==> src/rtl/mvm_mac_arb.sv <==
// mvm_mac_arb: round-robin arbiter that lets NREQ requesters share one MAC
// for signed 8-bit dot products. One job runs at a time: grant, clear the
// accumulator, stream elements, drain the MAC pipeline, then present the result.
// Optional feature macro: MVM_MAC_ARB_OVF_STICKY_EN (sticky overflow per job).
module mvm_mac_arb #(
    parameter int NREQ = 4,
    parameter int OUTW = 4,
    localparam int GW  = $clog2(NREQ)
) (
    input  logic                 clk_i,
    input  logic                 reset_i,
    input  logic [NREQ-1:0]      req_valid_i,
    input  logic [NREQ*8-1:0]    req_a_i,
    input  logic [NREQ*8-1:0]    req_b_i,
    input  logic [NREQ-1:0]      req_last_i,
    output logic [NREQ-1:0]      req_ready_o,
    output logic [7:0]           mac_a_o,
    output logic [7:0]           mac_b_o,
    output logic                 mac_valid_in_o,
    output logic                 mac_clr_o,
    input  logic [15:0]          mac_f_i,
    input  logic                 mac_valid_out_i,
    input  logic                 mac_overflow_i,
    output logic [15:0]          res_data_o,
    output logic [GW-1:0]        res_id_o,
    output logic                 res_overflow_o,
    output logic                 res_valid_o,
    input  logic                 res_ready_i
);

    typedef enum logic [2:0] {IDLE, CLEAR, BURST, DRAIN, RESULT} state_t;

    state_t               state_q, state_d;
    logic [GW-1:0]        grant_q;
    logic [GW-1:0]        rr_ptr_q;
    logic [OUTW-1:0]      cnt_q, cnt_d;
    logic [7:0]           mac_a_q, mac_b_q;
    logic                 mac_vin_q;
    logic [15:0]          res_data_q;
    logic                 res_ovf_q;

    logic [NREQ-1:0][7:0] a_arr, b_arr;
    logic                 pick_found;
    logic [GW-1:0]        pick_idx;
    logic                 xfer;
    logic                 dec;
    logic                 cap;

    assign a_arr = req_a_i;
    assign b_arr = req_b_i;

    // Element handshake with the granted requester, and counted MAC returns.
    assign xfer = (state_q == BURST) && req_valid_i[grant_q];
    assign dec  = mac_valid_out_i && (cnt_q != '0);
    assign cap  = dec && ((state_q == BURST) || (state_q == DRAIN));

    // Round-robin search starting at the slot after the last grant.
    always_comb begin
        logic [GW-1:0] cand;
        pick_found = 1'b0;
        pick_idx   = '0;
        cand       = '0;
        for (int k = 0; k < NREQ; k++) begin
            cand = GW'((int'(rr_ptr_q) + k) % NREQ);
            if (!pick_found && req_valid_i[cand]) begin
                pick_found = 1'b1;
                pick_idx   = cand;
            end
        end
    end

    // Outstanding-element count: MAC issues in, MAC returns out.
    always_comb begin
        cnt_d = cnt_q;
        case ({mac_vin_q, dec})
            2'b10:   cnt_d = cnt_q + OUTW'(1);
            2'b01:   cnt_d = cnt_q - OUTW'(1);
            default: cnt_d = cnt_q;
        endcase
    end

    // Next-state logic for the job sequencer.
    always_comb begin
        state_d = state_q;
        case (state_q)
            IDLE:    if (pick_found) state_d = CLEAR;
            CLEAR:   state_d = BURST;
            BURST:   if (xfer && req_last_i[grant_q]) state_d = DRAIN;
            DRAIN:   if ((cnt_q == '0) && !mac_vin_q) state_d = RESULT;
            RESULT:  if (res_ready_i) state_d = IDLE;
            default: state_d = IDLE;
        endcase
    end

    // Combinational handshake outputs; forced low while reset is held.
    always_comb begin
        req_ready_o = '0;
        mac_clr_o   = 1'b0;
        res_valid_o = 1'b0;
        if (!reset_i) begin
            if (state_q == BURST) req_ready_o[grant_q] = 1'b1;
            mac_clr_o   = (state_q == CLEAR);
            res_valid_o = (state_q == RESULT);
        end
    end

    // Registered outputs are also masked during reset so they read 0 at once.
    assign mac_a_o        = reset_i ? 8'h00  : mac_a_q;
    assign mac_b_o        = reset_i ? 8'h00  : mac_b_q;
    assign mac_valid_in_o = reset_i ? 1'b0   : mac_vin_q;
    assign res_data_o     = reset_i ? 16'h0  : res_data_q;
    assign res_id_o       = reset_i ? '0     : grant_q;
    assign res_overflow_o = reset_i ? 1'b0   : res_ovf_q;

    // State, grant, operand pipeline, counter and result registers.
    always_ff @(posedge clk_i) begin
        if (reset_i) begin
            state_q    <= IDLE;
            grant_q    <= '0;
            rr_ptr_q   <= '0;
            cnt_q      <= '0;
            mac_a_q    <= '0;
            mac_b_q    <= '0;
            mac_vin_q  <= 1'b0;
            res_data_q <= '0;
            res_ovf_q  <= 1'b0;
        end else begin
            state_q   <= state_d;
            cnt_q     <= cnt_d;
            mac_vin_q <= xfer;
            if ((state_q == IDLE) && pick_found) begin
                grant_q  <= pick_idx;
                rr_ptr_q <= (pick_idx == GW'(NREQ - 1)) ? GW'(0) : pick_idx + GW'(1);
            end
            if (xfer) begin
                mac_a_q <= a_arr[grant_q];
                mac_b_q <= b_arr[grant_q];
            end
            if (state_q == CLEAR) begin
                res_data_q <= '0;
                res_ovf_q  <= 1'b0;
            end else if (cap) begin
                res_data_q <= mac_f_i;
`ifdef MVM_MAC_ARB_OVF_STICKY_EN
                res_ovf_q  <= res_ovf_q | mac_overflow_i;
`else
                res_ovf_q  <= mac_overflow_i;
`endif
            end
        end
    end

endmodule

==> config.mk <==
export PLATFORM = sky130hd
export DESIGN_NAME = mvm_mac_arb
export DESIGN_NICKNAME = d
export VERILOG_FILES = /design/src/rtl/mvm_mac_arb.sv
export SDC_FILE = /design/constraint.sdc
export NUM_CORES = 1
export LEC_CHECK = 0
export CAP_MARGIN = 20
export CORE_MARGIN = 1.5
export CORE_UTILIZATION = 50
export CTS_CLUSTER_SIZE = 16
export DETAILED_ROUTE_END_ITERATION = 8
export DONT_BUFFER_PORTS = 1
export GPL_ROUTABILITY_DRIVEN = 0
export HOLD_SLACK_MARGIN = 0.05
export PLACE_DENSITY = 0.65
export SYNTH_ARGS = -nofsm -noshare
export SYNTH_HDL_FRONTEND = slang
export SYNTH_SLANG_ARGS = --single-unit
==> constraint.sdc <==
create_clock -name clk_i -period 3.35 [get_ports clk_i]
set_input_delay 0.1675 -clock clk_i [delete_from_list [all_inputs] [get_ports clk_i]]
set_output_delay 0.1675 -clock clk_i [all_outputs]
set_load 0.02 [all_outputs]
Yosys cells after proc, flatten, opt, wreduce, memory -nomap -nowiden
Index checks and enable logic that the tools add are counted.
Widths: inputs -> output; s select.
{"block": "word_totals", "reg_bits": 45, "latch_bits": 0, "mem_bits_rw": 0, "mem_bits_ro": 0, "in_bits": 93, "out_inout_bits": 42, "memories": 0}
{"block": "classes", "addsub": 6, "n_mul": 0, "div": 0, "n_lt_le_gt_ge": 6, "eq_ne": 11, "shifts": 0, "mux": 43, "n_bitwise": 0, "reduce_logical": 21}
{"operator": "$bmux 8 s2", "count": 2}
{"operator": "$mux 8", "count": 4}
{"operator": "$mux 16", "count": 1}
{"operator": "$lt 2x3->1 const B", "count": 5}
{"operator": "$mux 1", "count": 15}
{"operator": "$pmux 3 s5", "count": 1}
{"operator": "$bmux 1 s2", "count": 6}
{"operator": "$mux 2", "count": 6}
{"operator": "$mux 3", "count": 4}
{"operator": "$logic_and 1x1->1", "count": 10}
{"operator": "$mux 4", "count": 2}
{"operator": "$pmux 4 s2", "count": 1}
{"operator": "$eq 3x2->1 const B", "count": 2}
{"operator": "$add 2x1->2 const B", "count": 2}
{"operator": "$add 2x2->2 const B", "count": 2}
{"operator": "$add 4x1->4 const B", "count": 1}
{"operator": "$eq 2x2->1 const B", "count": 2}
{"operator": "$logic_not 1->1", "count": 4}
{"operator": "$logic_not 4->1", "count": 1}
{"operator": "$ne 2x1->1 const B", "count": 2}
{"operator": "$ne 2x2->1 const B", "count": 2}
{"operator": "$reduce_and 4->1", "count": 1}
{"operator": "$reduce_bool 4->1", "count": 1}
{"operator": "$sub 4x1->4 const B", "count": 1}
{"operator": "9 further kinds", "count": 9}

Depth between registers and ports, before layout
{"block": "depth", "word_depth": 14, "mapped_depth": 9}

Worst setup path before layout
No wires, ideal clock.
{"block": "synth_path", "path_type": "reg-to-reg", "start": "reg cnt_q[0]", "end": "reg cnt_q[2]", "arrival_ns": 2.234, "setup_slack_ns": 1.046, "stages_incl_launch_ff": 10, "n_path_buf": 0, "synth_period_minus_slack_ns": 2.304, "path_cell_list": "dfxtp_1 or4_4 and2_4 ha_1 xor2_1 ha_1 a21oi_1 xor2_1 or3_1 a21oi_1"}
{"block": "synth_between", "elab_chain_cells": 4}
{"item": "start: declaration", "line_no": "36", "source": "logic [OUTW-1:0] cnt_q, cnt_d;"}
{"item": "start signal: assignment", "line_no": "129", "source": "cnt_q <= cnt_d;"}
{"item": "branches (longest 4 deep; another with $sub 4x1->4)"}
Several ways; the timed one is not identified.
A chain may end at the register's enable or synchronous reset.

Final worst setup path
{"block": "layout_path", "start": "reg cnt_q[1]", "end": "reg cnt_q[2]"}
The elaborated chain is that of the path after synthesis.

==> qor.csv <==
metric;value;unit
status;finished, final reports clean;
ys_types;46;
critical_path.top_delay_family;simple AND/OR/NAND/NOR gates;
grt_usage;20.63;%
routed_wl;6076;um
root_buffer;clkbuf_8;
fin_crit;2465;ps
synth-edff-count;0;
clkTransAtPathRegs;80;ps
min_to;state_q[2]$_SDFFE_PP0P_;
yosysWarnings;0;
placed_cell_area;2608;um2
setup.worst_path.start_class;flip-flop;
async_reset_ff_share;0;%
final_util;56.93;%
diodes;0;
endpoint_kind;flip-flop;
first_pass_iters;4;
slew_violations;0;
worstSetupPathType;reg -> reg;
reg2regPathDepth;9;
max_stage_delay;550;ps
hold_violations;0;
crit_required;3580;ps
yosysSeqAreaShare;34.17;%
fp.coreArea;5107;um2
r2r_slack;880;ps
grt_pass1_vias;1903;
antenna_found_initial;0;
cts_made_buffers;5;
grt_pass1_wl;8742;um
setup_viol;0;
vias;2049;
finalInstanceArea;2908;um2
yosys_register_bits;45;
p_per_area;560.7;nW/um2
crit_buf_inv;0;
tightest_slew;952.1;ps
synth_area_leaders;dfxtp_1 34%, mux4_2 15%, nor2b_1 8.8%;
grt_max_degree;42;
clockBufferDepth;2;
ir_drop;0.0002810;V
rows;26;
ant_nets;0;
fin_crit_sh;73.58;%
fmax;0.4057;GHz
clkSinkCount;45;
cts_resized;0;
synth_nets;370;
syn-cell-area;2636;um2
setup_tns;0;ps
clkLatencyLatePin;300;ps
hold_buffers;18;
regToRegStartpoint;cnt_q[1]$_SDFFE_PP0P_;
drive_above_1_share;16.13;%
arrival;2700;ps
area_delta_synth_final;10.30;%
num-nets-final;374;
viasPerCell;5.871;
fin_skew;4.771;ps
die_area;5717;um2
cap_viol_max_count;0;
port_buffers;0;
p_leak;0.001010;uW
holdWs;123.6;ps
wl_per_cell;17.41;um
drt_first_iter_violations;76;
synth-main-ff-cell;dfxtp_1;
multi_input_area;1604;um2
fillCellCount;458;
floorplan.initialDensity;51.62;%
holdPathStages;3;
max_slew_margin;36.44;%
yosysTopAreaCell;dfxtp_1;
htree_levels;2;
crit_chain;or4_4 > and2_4 > ha_1 > xor2_1 > ha_1 > a21oi_1 > xor2_1 > or3_1 > a21oi_1;
dp_hpwl;4100;um
cts_tree;done;
seq_area;900.9;um2
avgSynthCellArea;9.621;um2
hold_path.class;in -> reg;
hp-start;res_ready_i;
postCtsSetupBuffers;0;
pin_count;135;
yosysTopAreaCellShare;34.17;%
r2r_end;cnt_q[2]$_SDFFE_PP0P_;
rsz0062_at_grt;no;
dieHeight;75.61;um
slowest_stage;or4_4;
synthCells;274;
drc_errors;0;
grt_overflow_total;0;
worstPathMaxFanout;7;
die_x;75.61;um
## worst reg2reg max path, delay by kind of cell (launching register included)
kind,cells,cell delay (ps)
flops,1,370
xor+xnor,2,260
fa+ha+maj,2,430
simple gates,3,1060
compound gates,2,290
## how the worst max path moves through the flow
stage          depth (start not counted)               endpoint                  start  slack (ps)
6_report                               9  cnt_q[2]$_SDFFE_PP0P_  cnt_q[1]$_SDFFE_PP0P_         880
5_1_grt                                9  cnt_q[2]$_SDFFE_PP0P_  cnt_q[1]$_SDFFE_PP0P_         730
4_1_cts                                9  cnt_q[2]$_SDFFE_PP0P_  cnt_q[0]$_SDFFE_PP0P_         900
3_5_place_dp                           9  cnt_q[2]$_SDFFE_PP0P_  cnt_q[0]$_SDFFE_PP0P_         930
3_3_place_gp                           9  cnt_q[2]$_SDFFE_PP0P_  cnt_q[1]$_SDFFE_PP0P_         970
2_1_floorplan                          9  cnt_q[2]$_SDFFE_PP0P_  cnt_q[0]$_SDFFE_PP0P_        1050
## cells in the mapped netlist (2+ instances only)
cell,count
o21ai_0,3
inv_1,2
and3_1,3
nor3b_1,2
and3b_1,2
a21oi_2,10
mux4_2,18
o21ai_1,2
nor3_1,2
buf_2,6
buf_6,5
dfxtp_1,45
clkbuf_1,10
a211oi_1,2
nand3b_1,2
xnor2_1,2
nor2_1,17
o22a_1,16
nand2b_1,3
mux2i_1,4
nor4_1,2
a21oi_1,14
ha_1,3
nor2b_1,37
xor2_1,3
nand2_1,39
## state kept, by name, summed over array words and instances (netlist names), named ones only
| name | flops |
|---|---|
| mac_a_q | 8 |
| res_data_q | 16 |
| grant_q | 2 |
| cnt_q | 4 |
| rr_ptr_q | 1 |
| mac_vin_q | 1 |
| mac_b_q | 8 |
| state_q | 3 |
| res_ovf_q | 1 |
## per-layer routing
layer / GRT usage [%] / up-vias / wire [um]
li1: - / 982 / -
met1: 23.47 / 959 / 2467
met2: 37.04 / 99 / 3051
met3: 4.630 / 9 / 440
met4: 8.929 / 0 / 117
met5: 0 / - / 0
## final cells by class
type | count | area share [%]
multi-input cells | 205 | 55.16
clock inverters | 2 | 1.291
well taps | 70 | 3.012
clock buffers | 6 | 2.840
repair buffers | 19 | 6.454
inverters | 2 | 0.2582
flip-flops and latches | 45 | 30.98
## per-stage QoR
stage | instances | total power (uW) | setup slack (ps)
after floorplan | 274 | 1147 | 1046
after global placement | 323 | 1185 | 970.7
after detailed placement | 323 | 1197 | 927.3
after CTS | 349 | 1647 | 898.4
after global routing | 349 | 1722 | 728.9
final | 349 | 1630 | 885.0
## where the power goes
group,switching (uW),internal [uW]
Clock,186,243
Sequential,73.8,598
Combinational,257,272
## cells in the final DEF, fill, tap and decap left out, drive strengths merged, types with 2 or more instances in the layout
| master | synthesis | final |
|---|---|---|
| dfxtp | 45 | 45 |
| nand2 | 40 | 40 |
| nor2b | 37 | 37 |
| a21oi | 24 | 24 |
| mux4 | 18 | 18 |
| dlygate4sd3 | 0 | 18 |
| nor2 | 18 | 18 |
| o22a | 16 | 16 |
| clkbuf | 10 | 6 |
| o21ai | 5 | 5 |
| mux2i | 4 | 4 |
| xor2 | 3 | 3 |
| nand2b | 3 | 3 |
| and3 | 3 | 3 |
| ha | 3 | 3 |
| nand3b | 3 | 3 |
| nor4 | 3 | 3 |
| inv | 2 | 2 |
| and3b | 2 | 2 |
| nor3b | 2 | 2 |
| nor3 | 2 | 2 |
| xnor2 | 2 | 2 |
| a211oi | 2 | 2 |
## cell families after synthesis
kind of cell / after synthesis / synth area share [%]
compound gates: 54 / 15.19
fa+ha+maj: 3 / 1.424
flops: 45 / 34.17
mux: 23 / 17.32
xor+xnor: 5 / 1.661
simple gates: 120 / 25.11
buf+inv: 24 / 5.126
(Power assumes the default switching activity.)
